--- config.mk ---
export PLATFORM = sky130hd
export DESIGN_NAME = tea_wb_master
export DESIGN_NICKNAME = d
export VERILOG_FILES = /design/src/rtl/tea_wb_pkg.sv /design/src/rtl/wb_single_xfer.sv /design/src/rtl/tea_wb_master.sv
export SDC_FILE = /design/constraint.sdc
export NUM_CORES = 1
export LEC_CHECK = 0
export ABC_AREA = 0
export BUFFER_PORTS_ARGS = -buffer_cell sky130_fd_sc_hd__buf_2
export CAP_MARGIN = 20
export CORE_MARGIN = 2
export CORE_UTILIZATION = 49
export DETAILED_ROUTE_END_ITERATION = 10
export GPL_TIMING_DRIVEN = 0
export HOLD_SLACK_MARGIN = 0.06
export PLACE_DENSITY = 0.76
export SETUP_SLACK_MARGIN = 0.05
export SLEW_MARGIN = 10
export SYNTH_ARGS = -nofsm -noshare
export SYNTH_HDL_FRONTEND = slang
export SYNTH_SLANG_ARGS = --single-unit
--- constraint.sdc ---
create_clock -name wb_clk_i -period 11.5 [get_ports wb_clk_i]
set_clock_uncertainty 0.1 [all_clocks]
set_input_delay 1.15 -clock wb_clk_i [delete_from_list [all_inputs] [get_ports wb_clk_i]]
set_output_delay 1.15 -clock wb_clk_i [all_outputs]
set_load 0.02 [all_outputs]
--- src/rtl/tea_wb_pkg.sv ---
// Shared types and default address map for the TEA Wishbone master.
// Imported by tea_wb_master and wb_single_xfer.
package tea_wb_pkg;

    typedef enum logic [2:0] {
        ST_IDLE,
        ST_WRITE,
        ST_POLL,
        ST_READ,
        ST_DONE,
        ST_ERR
    } state_t;

    typedef enum logic [1:0] {
        X_IDLE,
        X_ACT,
        X_GAP
    } xfer_state_t;

    localparam logic [7:0]  DEF_ADR_REGA   = 8'h00;
    localparam logic [7:0]  DEF_ADR_REGB   = 8'h04;
    localparam logic [7:0]  DEF_ADR_KEY0   = 8'h08;
    localparam logic [7:0]  DEF_ADR_STATUS = 8'h18;
    localparam logic [7:0]  DEF_ADR_RES_E0 = 8'h1C;
    localparam logic [7:0]  DEF_ADR_RES_D0 = 8'h24;
    localparam int unsigned DEF_POLL_MAX   = 1024;

    localparam int unsigned STAT_DONE_ENC  = 0;
    localparam int unsigned STAT_DONE_DEC  = 1;

    localparam int unsigned N_WRITES       = 6;

endpackage

--- src/rtl/wb_single_xfer.sv ---
// One Wishbone classic single transfer with registered strobes.
// Termination is reported combinationally so the caller can update adr/dat during the gap cycle.
module wb_single_xfer
    import tea_wb_pkg::*;
(
    input  logic        clk,
    input  logic        rst_n,
    input  logic        req,
    input  logic        we,
    input  logic [7:0]  adr,
    input  logic [31:0] wdat,
    output logic        ack,
    output logic        err,
    output logic        rty,
    output logic [31:0] rdat,
    output logic        wb_cyc_o,
    output logic        wb_stb_o,
    output logic        wb_we_o,
    output logic [7:0]  wb_adr_o,
    output logic [31:0] wb_dat_o,
    input  logic [31:0] wb_dat_i,
    input  logic        wb_ack_i,
    input  logic        wb_err_i,
    input  logic        wb_rty_i
);

    xfer_state_t st;
    logic        term;

    // err has priority over rty, rty over ack, so exactly one result fires
    assign err  = wb_stb_o && wb_err_i;
    assign rty  = wb_stb_o && wb_rty_i && !wb_err_i;
    assign ack  = wb_stb_o && wb_ack_i && !wb_err_i && !wb_rty_i;
    assign term = wb_stb_o && (wb_ack_i || wb_err_i || wb_rty_i);
    assign rdat = wb_dat_i;

    always_ff @(posedge clk or negedge rst_n) begin
        if (!rst_n) begin
            st       <= X_IDLE;
            wb_cyc_o <= 1'b0;
            wb_stb_o <= 1'b0;
            wb_we_o  <= 1'b0;
            wb_adr_o <= '0;
            wb_dat_o <= '0;
        end else begin
            case (st)
                X_IDLE, X_GAP: begin
                    if (req) begin
                        wb_cyc_o <= 1'b1;
                        wb_stb_o <= 1'b1;
                        wb_we_o  <= we;
                        wb_adr_o <= adr;
                        wb_dat_o <= wdat;
                        st       <= X_ACT;
                    end else begin
                        st       <= X_IDLE;
                    end
                end
                X_ACT: begin
                    if (term) begin
                        wb_cyc_o <= 1'b0;
                        wb_stb_o <= 1'b0;
                        wb_we_o  <= 1'b0;
                        st       <= X_GAP;
                    end
                end
                default: st <= X_IDLE;
            endcase
        end
    end

endmodule

--- src/rtl/tea_wb_master.sv ---
// Drives a memory-mapped TEA core over Wishbone: load key/operand, poll status, fetch result.
// wb_rst_i is active-low; it asserts asynchronously and is released through a 2-flop synchronizer.
module tea_wb_master
    import tea_wb_pkg::*;
#(
    parameter logic [7:0]  ADR_KEY0   = DEF_ADR_KEY0,
    parameter logic [7:0]  ADR_REGA   = DEF_ADR_REGA,
    parameter logic [7:0]  ADR_REGB   = DEF_ADR_REGB,
    parameter logic [7:0]  ADR_STATUS = DEF_ADR_STATUS,
    parameter logic [7:0]  ADR_RES_E0 = DEF_ADR_RES_E0,
    parameter logic [7:0]  ADR_RES_D0 = DEF_ADR_RES_D0,
    parameter int unsigned POLL_MAX   = DEF_POLL_MAX
) (
    input  logic         wb_clk_i,
    input  logic         wb_rst_i,
    input  logic         start_i,
    input  logic         mode_i,
    input  logic [127:0] key_i,
    input  logic [63:0]  data_i,
    output logic         busy_o,
    output logic         done_o,
    output logic [63:0]  result_o,
    output logic         err_o,
    output logic         wb_cyc_o,
    output logic         wb_stb_o,
    output logic         wb_we_o,
    output logic [7:0]   wb_adr_o,
    output logic [31:0]  wb_dat_o,
    output logic [3:0]   wb_sel_o,
    output logic [2:0]   wb_cti_o,
    output logic [1:0]   wb_bte_o,
    input  logic [31:0]  wb_dat_i,
    input  logic         wb_ack_i,
    input  logic         wb_err_i,
    input  logic         wb_rty_i
);

    localparam int unsigned    PCW       = $clog2(POLL_MAX + 1);
    localparam logic [PCW-1:0] POLL_LAST = PCW'(POLL_MAX - 1);
    localparam logic [2:0]     LAST_WR   = 3'(N_WRITES - 1);

    logic [1:0]     rst_sync;
    logic           rst_n;

    state_t         state;
    logic [2:0]     idx;
    logic [PCW-1:0] poll_cnt;
    logic [127:0]   key_q;
    logic [63:0]    data_q;
    logic           mode_q;
    logic [31:0]    res_lo;
    logic           err_flag;

    logic           x_req, x_we, x_ack, x_err, x_rty, done_bit;
    logic [7:0]     x_adr;
    logic [31:0]    x_wdat, x_rdat;

    assign wb_sel_o = 4'hF;
    assign wb_cti_o = 3'b000;
    assign wb_bte_o = 2'b00;

    always_ff @(posedge wb_clk_i or negedge wb_rst_i) begin
        if (!wb_rst_i) rst_sync <= '0;
        else           rst_sync <= {rst_sync[0], 1'b1};
    end
    assign rst_n = rst_sync[1];

    assign x_req    = (state == ST_WRITE) || (state == ST_POLL) || (state == ST_READ);
    assign x_we     = (state == ST_WRITE);
    assign done_bit = mode_q ? x_rdat[STAT_DONE_DEC] : x_rdat[STAT_DONE_ENC];

    always_comb begin
        x_adr  = '0;
        x_wdat = '0;
        case (state)
            ST_WRITE: begin
                case (idx)
                    3'd0:    begin x_adr = ADR_KEY0;         x_wdat = key_q[31:0];    end
                    3'd1:    begin x_adr = ADR_KEY0 + 8'd4;  x_wdat = key_q[63:32];   end
                    3'd2:    begin x_adr = ADR_KEY0 + 8'd8;  x_wdat = key_q[95:64];   end
                    3'd3:    begin x_adr = ADR_KEY0 + 8'd12; x_wdat = key_q[127:96];  end
                    3'd4:    begin x_adr = ADR_REGA;         x_wdat = data_q[31:0];   end
                    default: begin x_adr = ADR_REGB;         x_wdat = data_q[63:32];  end
                endcase
            end
            ST_POLL: x_adr = ADR_STATUS;
            ST_READ: x_adr = (mode_q ? ADR_RES_D0 : ADR_RES_E0) + (idx[0] ? 8'd4 : 8'd0);
            default: ;
        endcase
    end

    wb_single_xfer u_xfer (
        .clk      (wb_clk_i),
        .rst_n    (rst_n),
        .req      (x_req),
        .we       (x_we),
        .adr      (x_adr),
        .wdat     (x_wdat),
        .ack      (x_ack),
        .err      (x_err),
        .rty      (x_rty),
        .rdat     (x_rdat),
        .wb_cyc_o (wb_cyc_o),
        .wb_stb_o (wb_stb_o),
        .wb_we_o  (wb_we_o),
        .wb_adr_o (wb_adr_o),
        .wb_dat_o (wb_dat_o),
        .wb_dat_i (wb_dat_i),
        .wb_ack_i (wb_ack_i),
        .wb_err_i (wb_err_i),
        .wb_rty_i (wb_rty_i)
    );

    always_ff @(posedge wb_clk_i or negedge rst_n) begin
        if (!rst_n) begin
            state    <= ST_IDLE;
            idx      <= '0;
            poll_cnt <= '0;
            key_q    <= '0;
            data_q   <= '0;
            mode_q   <= 1'b0;
            res_lo   <= '0;
            err_flag <= 1'b0;
            result_o <= '0;
            busy_o   <= 1'b0;
            done_o   <= 1'b0;
            err_o    <= 1'b0;
        end else begin
            done_o <= 1'b0;
            err_o  <= 1'b0;
            case (state)
                ST_IDLE: begin
                    if (start_i) begin
                        key_q    <= key_i;
                        data_q   <= data_i;
                        mode_q   <= mode_i;
                        idx      <= '0;
                        poll_cnt <= '0;
                        err_flag <= 1'b0;
                        busy_o   <= 1'b1;
                        state    <= ST_WRITE;
                    end
                end
                ST_WRITE: begin
                    if (x_err) begin
                        state <= ST_ERR;
                    end else if (x_rty) begin
                        idx   <= idx;
                    end else if (x_ack) begin
                        if (idx == LAST_WR) begin
                            idx   <= '0;
                            state <= ST_POLL;
                        end else begin
                            idx   <= idx + 3'd1;
                        end
                    end
                end
                ST_POLL: begin
                    if (x_err) begin
                        state <= ST_ERR;
                    end else if (x_ack) begin
                        poll_cnt <= poll_cnt + 1'b1;
                        if (done_bit) begin
                            idx   <= '0;
                            state <= ST_READ;
                        end else if (poll_cnt == POLL_LAST) begin
                            state <= ST_ERR;
                        end
                    end
                end
                ST_READ: begin
                    // word 0 is staged so an error on word 1 leaves result_o untouched
                    if (x_err) begin
                        state <= ST_ERR;
                    end else if (x_ack) begin
                        if (idx == 3'd0) begin
                            res_lo <= x_rdat;
                            idx    <= 3'd1;
                        end else begin
                            result_o <= {x_rdat, res_lo};
                            state    <= ST_DONE;
                        end
                    end
                end
                ST_ERR: begin
                    err_flag <= 1'b1;
                    state    <= ST_DONE;
                end
                ST_DONE: begin
                    done_o <= 1'b1;
                    err_o  <= err_flag;
                    busy_o <= 1'b0;
                    state  <= ST_IDLE;
                end
                default: state <= ST_IDLE;
            endcase
        end
    end

endmodule

==> summary.txt, run 1 <==
Pwr
  – Clock share of power: 24.6%
  – Leakage power: 10.0 nW
  – Internal: 3.07 mW
  – Sw Share: 37.7%
  – Logic pwr share: 36.1%
  – Net Sw Power: 1.86 mW
  – Power per cell area: 261 mW/mm^2
  – Reg power frac: 39.4%
  – Worst VDD drop: 0.155 mV

STA
  – Final Setup Violations: 0
  – Crit path time final: 3.79 ns
  – Measured slew at the worst slew-check pin: 0.913 ns
  – Relative slew slack: 39.1%
  – Hold Vio Cnt, Final: 0
  – Slew Viols, Final: 0
  – TNS Setup: 0 ns
  – RSZ-0062 raised after global routing: no
  – Max Clock Freq: 264 MHz
  – Final period util: 32.9%

Floorplan
  – Initial Util: 49.9%
  – IO Pins: 350
  – Die H: 181 um
  – Die area: 0.0327 sq mm
  – Die Wd: 181 um
  – Core Region: 0.0307 sq mm
  – # rows: 64

Detailed routing
  – Met1 Routed Length: 18100 um
  – Total routed wirelength: 45200 um
  – DR iter-0 viols: 874
  – Vias per Instance: 5.41
  – TritonRoute pass-1 iters: 5
  – DR top layer: met5
  – WL/cell: 19.5 um
  – Vias after detailed routing: 12500
  – Routed Antenna Nets: 0
  – Met3 WL post-DR: 3680 um
  – WL met2: 21800 um
  – DRC Markers: 0

Clock network
  – Clk buf depth: 3
  – TritonCTS Sinks: 352
  – H-Tree Depth: 2
  – Resized Gates After CTS: 0
  – Inserted Clock Buffers: 38
  – Worst-Skew Late Latency: 0.53 ns
  – Clock transition at path regs: 0.06 ns
  – Post CTS Setup Buffer Count: 0
  – CTS tree: built
  – Hold Buf Count CTS: 0
  – Root Driver: clkbuf_16

Yosys
  – Post-synthesis cell area: 0.0153 sq mm
  – Mean Syn Cell Area: 10.3 sq um
  – Post-synth ARST share: 100%
  – Flops & latches, synth: 352
  – Mapped Cells: 1493
  – Number of flops mapped to enable cells by yosys: 0
  – Synth Flop Type: dfrtp_1
  – Yosys cell types: 58
  – Warnings, synthesis: 0
  – Seq/Total Area, Yosys: 57.5%

Critical path
  – CP Capture Type: register
  – RR Endpoint: u_xfer.wb_dat_o[13]$_DFFE_PN0P_
  – Worst endpoint required time: 11.81 ns
  – Register-to-register path setup slack: 7.71 ns
  – Worst Reg-to-Reg Cells: 11
  – Crit path kind: register to register
  – Crit start category: register
  – CP max FO: 10
  – Critical path arrival: 4.10 ns
  – Reg2Reg Launch Point: idx[0]$_DFFE_PN0P_

Layout
  – Layout cells sized above 1: 32.8%
  – Post-Layout Inst Area: 0.0189 sq mm
  – Layout area overhead: 23.7%
  – Commonest non-fill, non-tap cells in the layout: 597 x nand2_1, 369 x buf_2, 351 x dfrtp_1, 119 x mux2_2, 64 x a22oi_1
  – Fin nets: 2121
  – Fillers: 2540
  – Commonest non-fill, non-tap cell in the layout: nand2_1

Status
  – Status: finished, final reports clean

Global route
  – Vias in the first global route: 12800
  – Grt ovf: 0
  – Largest net degree at the start of global routing: 68
  – Global-route wire length before repair: 70800 um
  – GRT Total Usage: 27.6%
  – Initial antenna violation count: 10

Place
  – DP Wirelength: 33600 um
  – Gp weighted congestion: 0.889
  – Post-placement cell area: 0.0177 sq mm
  – IO Port Bufs: 336

Min path
  – Hold_sp: rst_sync[0]$_DFF_PN0_
  – Hold depth: 0
  – Hold crit path type: register to register
  – WHS Endpoint: rst_sync[1]$_DFF_PN0_

Job
  – Max_cap viols: 0
## routing by layer
| layer | track usage, % | up-vias |
|---|---|---|
| li1 | - | 5776 |
| met1 | 35.6 | 6133 |
| met2 | 46.1 | 518 |
| met3 | 6.29 | 104 |
| met4 | 9.71 | 8 |
| met5 | 0 | - |
## power by group through the flow
| stage | sequential (mW) | clock [mW] | combinational (mW) |
|---|---|---|---|
| 6_report | 1.94 | 1.21 | 1.78 |
| 3_5_place_dp | 1.95 | 0 | 1.77 |
| 3_3_place_gp | 1.95 | 0 | 1.70 |
| 5_1_grt | 1.99 | 1.28 | 1.97 |
| 4_1_cts | 1.93 | 1.23 | 1.78 |
| 2_1_floorplan | 2.00 | 0 | 1.09 |
## state kept, by name (all words and copies together), names as in the netlist
name             count
key_q              128
u_xfer.wb_cyc_o      1
busy_o               1
data_q              64
idx                  3
result_o            64
done_o               1
state                3
err_flag             1
u_xfer.wb_we_o       1
res_lo              32
mode_q               1
err_o                1
u_xfer.wb_dat_o     32
u_xfer.wb_adr_o      4
poll_cnt            11
rst_sync             2
u_xfer.st            2
## per-stage QoR
step	std cells	power [mW]	hold slack (ns)	setup WS (ns)	utilization, %
CTS	2309	4.95	0.254	7.80	61.7
detailed placement	2242	3.72	0.241	7.88	57.6
global placement	2237	3.65	0.238	-2.76	57.2
global route	2313	5.24	0.256	7.50	61.7
floorplan	1505	3.09	0.231	0.863	-
finish	2317	4.94	0.250	7.71	61.7
## cells by family after synthesis
group / synth area share, %
simple gates: 18.7
flops: 57.5
compound gates: 8.95
mux: 10.4
buf+inv: 4.09
fa+ha+maj: 0.245
other cells: 0.0490
## synthesized netlist by cell type, types with 3 or more instances
master      n  area [sq um]
mux2i_1     6          60.1
o21ai_0    14          70.1
or4_1       5          37.5
nor2_1      9          33.8
nor3_1      6          30.0
inv_1       7          26.3
a22oi_1    64           480
and3_1      6          37.5
mux2_1      3          33.8
nor2b_1     6          37.5
mux2_4     10           150
ha_1        3          37.5
buf_1       4          15.0
a32o_1     32           320
o211ai_1   33           248
o31ai_1     6          45.0
clkbuf_1   51           191
buf_6       8          90.1
buf_4      18           135
nand2_1   597          2240
a21oi_1    14          70.1
or2_2      33           206
nand3_1     6          30.0
buf_2      33           165
nor4_1      5          31.3
nand2b_1    6          37.5
mux2_2    119          1340
dfrtp_1   352          8810
## critical path, cell delays in order (launching register included)
cell and delay (ns):
dfrtp_1 0.33, buf_2 0.21, clkbuf_1 0.51, clkbuf_1 0.40, and2_1 0.19, ha_1 0.14
buf_1 0.39, a21o_1 0.14, buf_2 0.25, clkbuf_1 0.45, o211ai_1 0.25, a32o_1 0.31
## how the worst max path moves through the flow
stage	start	to	cells after the start
2_1_floorplan	rst_sync[1]$_DFF_PN0_	busy_o$_DFFE_PN0P_	0
3_3_place_gp	rst_sync[1]$_DFF_PN0_	result_o[15]$_DFFE_PN0P_	0
3_5_place_dp	idx[0]$_DFFE_PN0P_	u_xfer.wb_dat_o[20]$_DFFE_PN0P_	11
4_1_cts	idx[0]$_DFFE_PN0P_	u_xfer.wb_dat_o[20]$_DFFE_PN0P_	11
5_1_grt	idx[0]$_DFFE_PN0P_	u_xfer.wb_dat_o[13]$_DFFE_PN0P_	11
6_report	idx[0]$_DFFE_PN0P_	u_xfer.wb_dat_o[13]$_DFFE_PN0P_	11
## area by class of cell
cell class / instances / area [sq um] / area share (%)
Buffer: 114 / 597 / 3.15
Tap cell: 396 / 495 / 2.62
Antenna cell: 7 / 17.5 / 0.0925
Sequential cell: 352 / 8810 / 46.5
Inverter: 8 / 30.0 / 0.159
Timing Repair Buffer: 342 / 1820 / 9.61
Clock buffer: 58 / 1120 / 5.90
Clock inverter: 9 / 124 / 0.654
Multi-Input combinational cell: 1031 / 5920 / 31.3
Power figures use the tool's default switching activity.
==> inputs of run 2 (changes only) <==
--- a/config.mk
+++ b/config.mk
@@ -5,15 +5,15 @@
 export SDC_FILE = /design/constraint.sdc
 export NUM_CORES = 1
 export LEC_CHECK = 0
-export ABC_AREA = 0
+export ABC_AREA = 1
 export BUFFER_PORTS_ARGS = -buffer_cell sky130_fd_sc_hd__buf_2
 export CAP_MARGIN = 20
 export CORE_MARGIN = 2
-export CORE_UTILIZATION = 49
+export CORE_UTILIZATION = 54
 export DETAILED_ROUTE_END_ITERATION = 10
 export GPL_TIMING_DRIVEN = 0
 export HOLD_SLACK_MARGIN = 0.06
-export PLACE_DENSITY = 0.76
+export PLACE_DENSITY = 0.8
 export SETUP_SLACK_MARGIN = 0.05
 export SLEW_MARGIN = 10
 export SYNTH_ARGS = -nofsm -noshare
==> constraint.sdc (replaced) <==
create_clock -name wb_clk_i -period 3.87 [get_ports wb_clk_i]
set_clock_uncertainty 0.1 [all_clocks]
set_input_delay 0.387 -clock wb_clk_i [delete_from_list [all_inputs] [get_ports wb_clk_i]]
set_output_delay 0.387 -clock wb_clk_i [all_outputs]
set_load 0.02 [all_outputs]
==> summary.txt, run 2 <==
Critical path
  – Reg2Reg Launch Point: state[2]$_DFFE_PN0P_
  – Critical path arrival: 2.50 ns (-1.60 ns)
  – RR Endpoint: data_q[26]$_DFFE_PN0P_
  – Critical path's most frequent cell: buf_2
  – Register-to-register path setup slack: 1.58 ns (-6.13 ns)
  – CP Capture Type: register
  – Crit-path max cell delay: 0.36 ns (-0.15 ns)
  – Crit start category: register
  – CP max FO: 10 (unchanged)
  – Cells along the critical path: buf_4 -> inv_4 -> nand3_1 -> nor2_2 -> buf_2 -> buf_2 -> o21ai_0
  – Worst endpoint required time: 4.08 ns (-7.73 ns)
  – Slowest cell on the critical path: dfrtp_1
  – Critical path destination: data_q[26]$_DFFE_PN0P_
  – Crit path kind: register to register
  – Worst Reg-to-Reg Cells: 7 (-4)
  – CP startpoint: state[2]$_DFFE_PN0P_

Yosys
  – Synth area leaders: dfrtp_1 57%, nand2_1 17%, o21ai_0 6.0%
  – Mapped Cells: 1937 (+30%)
  – Most common cell in the netlist: nand2_1
  – Flops & latches, synth: 352 (unchanged)
  – Post-synth ARST share: 100% (unchanged)
  – Yosys cell types: 30 (-48%)
  – Synth cell count leaders: 701 x nand2_1, 352 x dfrtp_1, 213 x inv_1
  – Post-synthesis cell area: 0.0156 sq mm (+1.6%)
  – Synth Flop Type: dfrtp_1
  – Mean Syn Cell Area: 8.03 sq um (-22%)
  – Number of flops mapped to enable cells by yosys: 0 (unchanged)
  – Post-synth top area share: 56.6% (-0.91 points)
  – Warnings, synthesis: 0 (unchanged)
  – Seq/Total Area, Yosys: 56.6% (-0.91 points)
  – Cell taking the most area after synthesis: dfrtp_1

Global route
  – Grt ovf: 0 (unchanged)
  – GRT Max-Usage Layer: met2
  – Initial antenna violation count: 3 (-7)
  – GRT met1 Usage: 44.6% (+9.0 points)
  – Largest net degree at the start of global routing: 60 (-12%)
  – Global-route wire length before repair: 87000 um (+23%)
  – Routing usage on met3: 8.93% (+2.6 points)
  – Vias in the first global route: 16300 (+28%)
  – GRT met2 Usage: 62.0% (+16 points)
  – GRT Total Usage: 37.0% (+9.4 points)

Clock network
  – Clk buf depth: 3 (unchanged)
  – TritonCTS Sinks: 352 (unchanged)
  – Clock transition at path regs: 0.08 ns (+0.02 ns)
  – H-Tree Depth: 2 (unchanged)
  – CTS tree: built
  – Inserted Clock Buffers: 38 (unchanged)
  – Root Driver: clkbuf_16
  – Post CTS Setup Buffer Count: 0 (unchanged)
  – Worst-Skew Late Latency: 0.53 ns (about the same)

Detailed routing
  – DR iter-0 viols: 1591 (+82%)
  – Total routed wirelength: 55800 um (+23%)
  – DRC Markers: 0 (unchanged)
  – Routed Antenna Nets: 0 (unchanged)
  – WL/cell: 18.8 um (-3.8%)
  – TritonRoute pass-1 iters: 9 (+4)
  – Vias after detailed routing: 16100 (+29%)
  – Vias per Instance: 5.43 (+0.32%)

Floorplan
  – Die H: 174 um (-3.9%)
  – Core Region: 0.0285 sq mm (-6.9%)
  – IO Pins: 350 (unchanged)
  – Die Wd: 174 um (-3.9%)
  – Die area: 0.0302 sq mm (-7.6%)
  – Initial Util: 54.5% (+4.6 points)
  – # rows: 62 (-3.1%)

STA
  – Measured slew at the worst slew-check pin: 0.694 ns (-0.219 ns)
  – Slew Viols, Final: 0 (unchanged)
  – Relative slew slack: 53.2% (+14 points)
  – Hold Vio Cnt, Final: 0 (unchanged)
  – Max Clock Freq: 438 MHz (+66%)
  – Crit path time final: 2.29 ns (-1.50 ns)
  – RSZ-0062 raised after global routing: no
  – Final Setup Violations: 0 (unchanged)
  – Final period util: 59.0% (+26 points)
  – TNS Setup: 0 ns (unchanged)

Status
  – Status: finished, final reports clean

Layout
  – Layout area overhead: 37.3%
  – Commonest non-fill, non-tap cells in the layout: 701 x nand2_1, 385 x buf_2, 351 x dfrtp_1, 221 x dlygate4sd3_1, 213 x inv_1
  – Fillers: 1920 (-24%)
  – Max reg flops: 128 (unchanged)
  – Layout cells sized above 1: 19.7% (-13 points)
  – Largest regs: key_q (128), data_q (64), result_o (64)
  – Fin nets: 2786 (+31%)
  – Commonest non-fill, non-tap cell in the layout: nand2_1
  – Largest reg by FF count: key_q
  – Post-Layout Inst Area: 0.0214 sq mm (+13%)

Place
  – Gp weighted congestion: 0.926 (+4.1%)
  – Post-placement cell area: 0.0179 sq mm (+1.5%)
  – DP Wirelength: 33600 um (about the same)
  – IO Port Bufs: 336 (unchanged)

Pwr
  – Power per cell area: 701 mW/mm^2 (+170%)
  – Leakage power: 11.6 nW (+15%)
  – Worst VDD drop: 0.467 mV (+200%)
  – Total Power: 15.0 mW (+200%)

Min path
  – Hold crit path type: input port to register

Job
  – Max_cap viols: 0 (unchanged)
-- run 2: cell types whose count changed after synthesis, sizes merged, moves of 33 or more --
cell	change
nand2	+108
o21ai	+259
inv	+215
a22oi	-64
nor2	+148
o211ai	-33
nand3	+49
mux2	-132
or2	-34
-- run 2: layer usage --
layer  routed length, um  vias up  share of wire [%]
met5                   0        -                  0
met1               20200     7597                 36
li1                    -     7185                  -
met4                3340        0                6.0
met2               26700     1072                 48
met3                5540      259                9.9
-- run 2: repair_timing --
| item | 4_1_cts | 5_1_grt |
|---|---|---|
| hold buffers | 221 | 0 |
| endpoints found under the setup margin | 0 | 0 |
| hold endpoints to repair | 237 | 0 |
| resized for setup | 0 | 0 |
-- run 2: how the worst min path moves through the flow --
stage                     from                      to  slack (ns)  depth (start not counted)
floorplan             wb_rst_i   rst_sync[0]$_DFF_PN0_      -0.009                          0
global placement      wb_rst_i   rst_sync[0]$_DFF_PN0_        0.07                          1
detailed placement    wb_rst_i   rst_sync[0]$_DFF_PN0_        0.07                          1
CTS                  key_i[66]   key_q[66]$_DFFE_PN0P_        0.06                          3
global route         key_i[66]   key_q[66]$_DFFE_PN0P_        0.06                          3
finish              data_i[19]  data_q[19]$_DFFE_PN0P_        0.07                          3
-- run 2: worst max-delay path: cells and delay by family, from the launching register on --
| family | cells | cell delay, ns |
|---|---|---|
| buffers and inverters | 4 | 0.94 |
| and+or+nand+nor | 2 | 0.38 |
| DFF | 1 | 0.36 |
| AOI/OAI and AO/OA | 1 | 0.31 |
-- run 2: cells by family (layout without fill, tap and decap cells) --
family | after synthesis | after routing | share of synthesized area, %
xor gates and xnor gates | 3 | 3 | 0.169
buffers and inverters | 331 | 959 | 9.32
and+or+nand+nor | 954 | 954 | 24.1
DFF | 352 | 352 | 56.6
AOI/OAI and AO/OA | 292 | 292 | 9.47
other | 2 | 21 | 0.0483
adders and majority gates | 3 | 3 | 0.241
-- run 2: area by class of cell --
class / count / area, sq um / share of cell area (%)
Sequential cell: 352 / 8810 / 41.3
Inverter: 222 / 836 / 3.91
Buffer: 109 / 614 / 2.88
Clock buffer: 51 / 1060 / 4.97
Antenna cell: 7 / 17.5 / 0.0820
Timing Repair Buffer: 563 / 4050 / 19.0
Multi-Input combinational cell: 1266 / 5350 / 25.0
Tap cell: 384 / 480 / 2.25
Clock inverter: 14 / 140 / 0.656
-- run 2: power breakdown --
group | internal, mW | switching [mW] | total, mW
Clock | 2.07 | 1.52 | 3.58
Combinational | 1.79 | 3.81 | 5.59
Sequential | 5.08 | 0.724 | 5.80
-- run 2: through the flow --
step / util [%] / setup WS (ns) / std cells / hold WS [ns]
floorplan: - / 0.293 / 1949 / -0.00859
global placement: 62.2 / -0.891 / 2669 / 0.0723
detailed placement: 62.8 / 1.78 / 2675 / 0.0740
CTS: 74.8 / 1.76 / 2961 / 0.0614
global route: 74.8 / 1.57 / 2964 / 0.0609
finish: 74.8 / 1.58 / 2968 / 0.0695
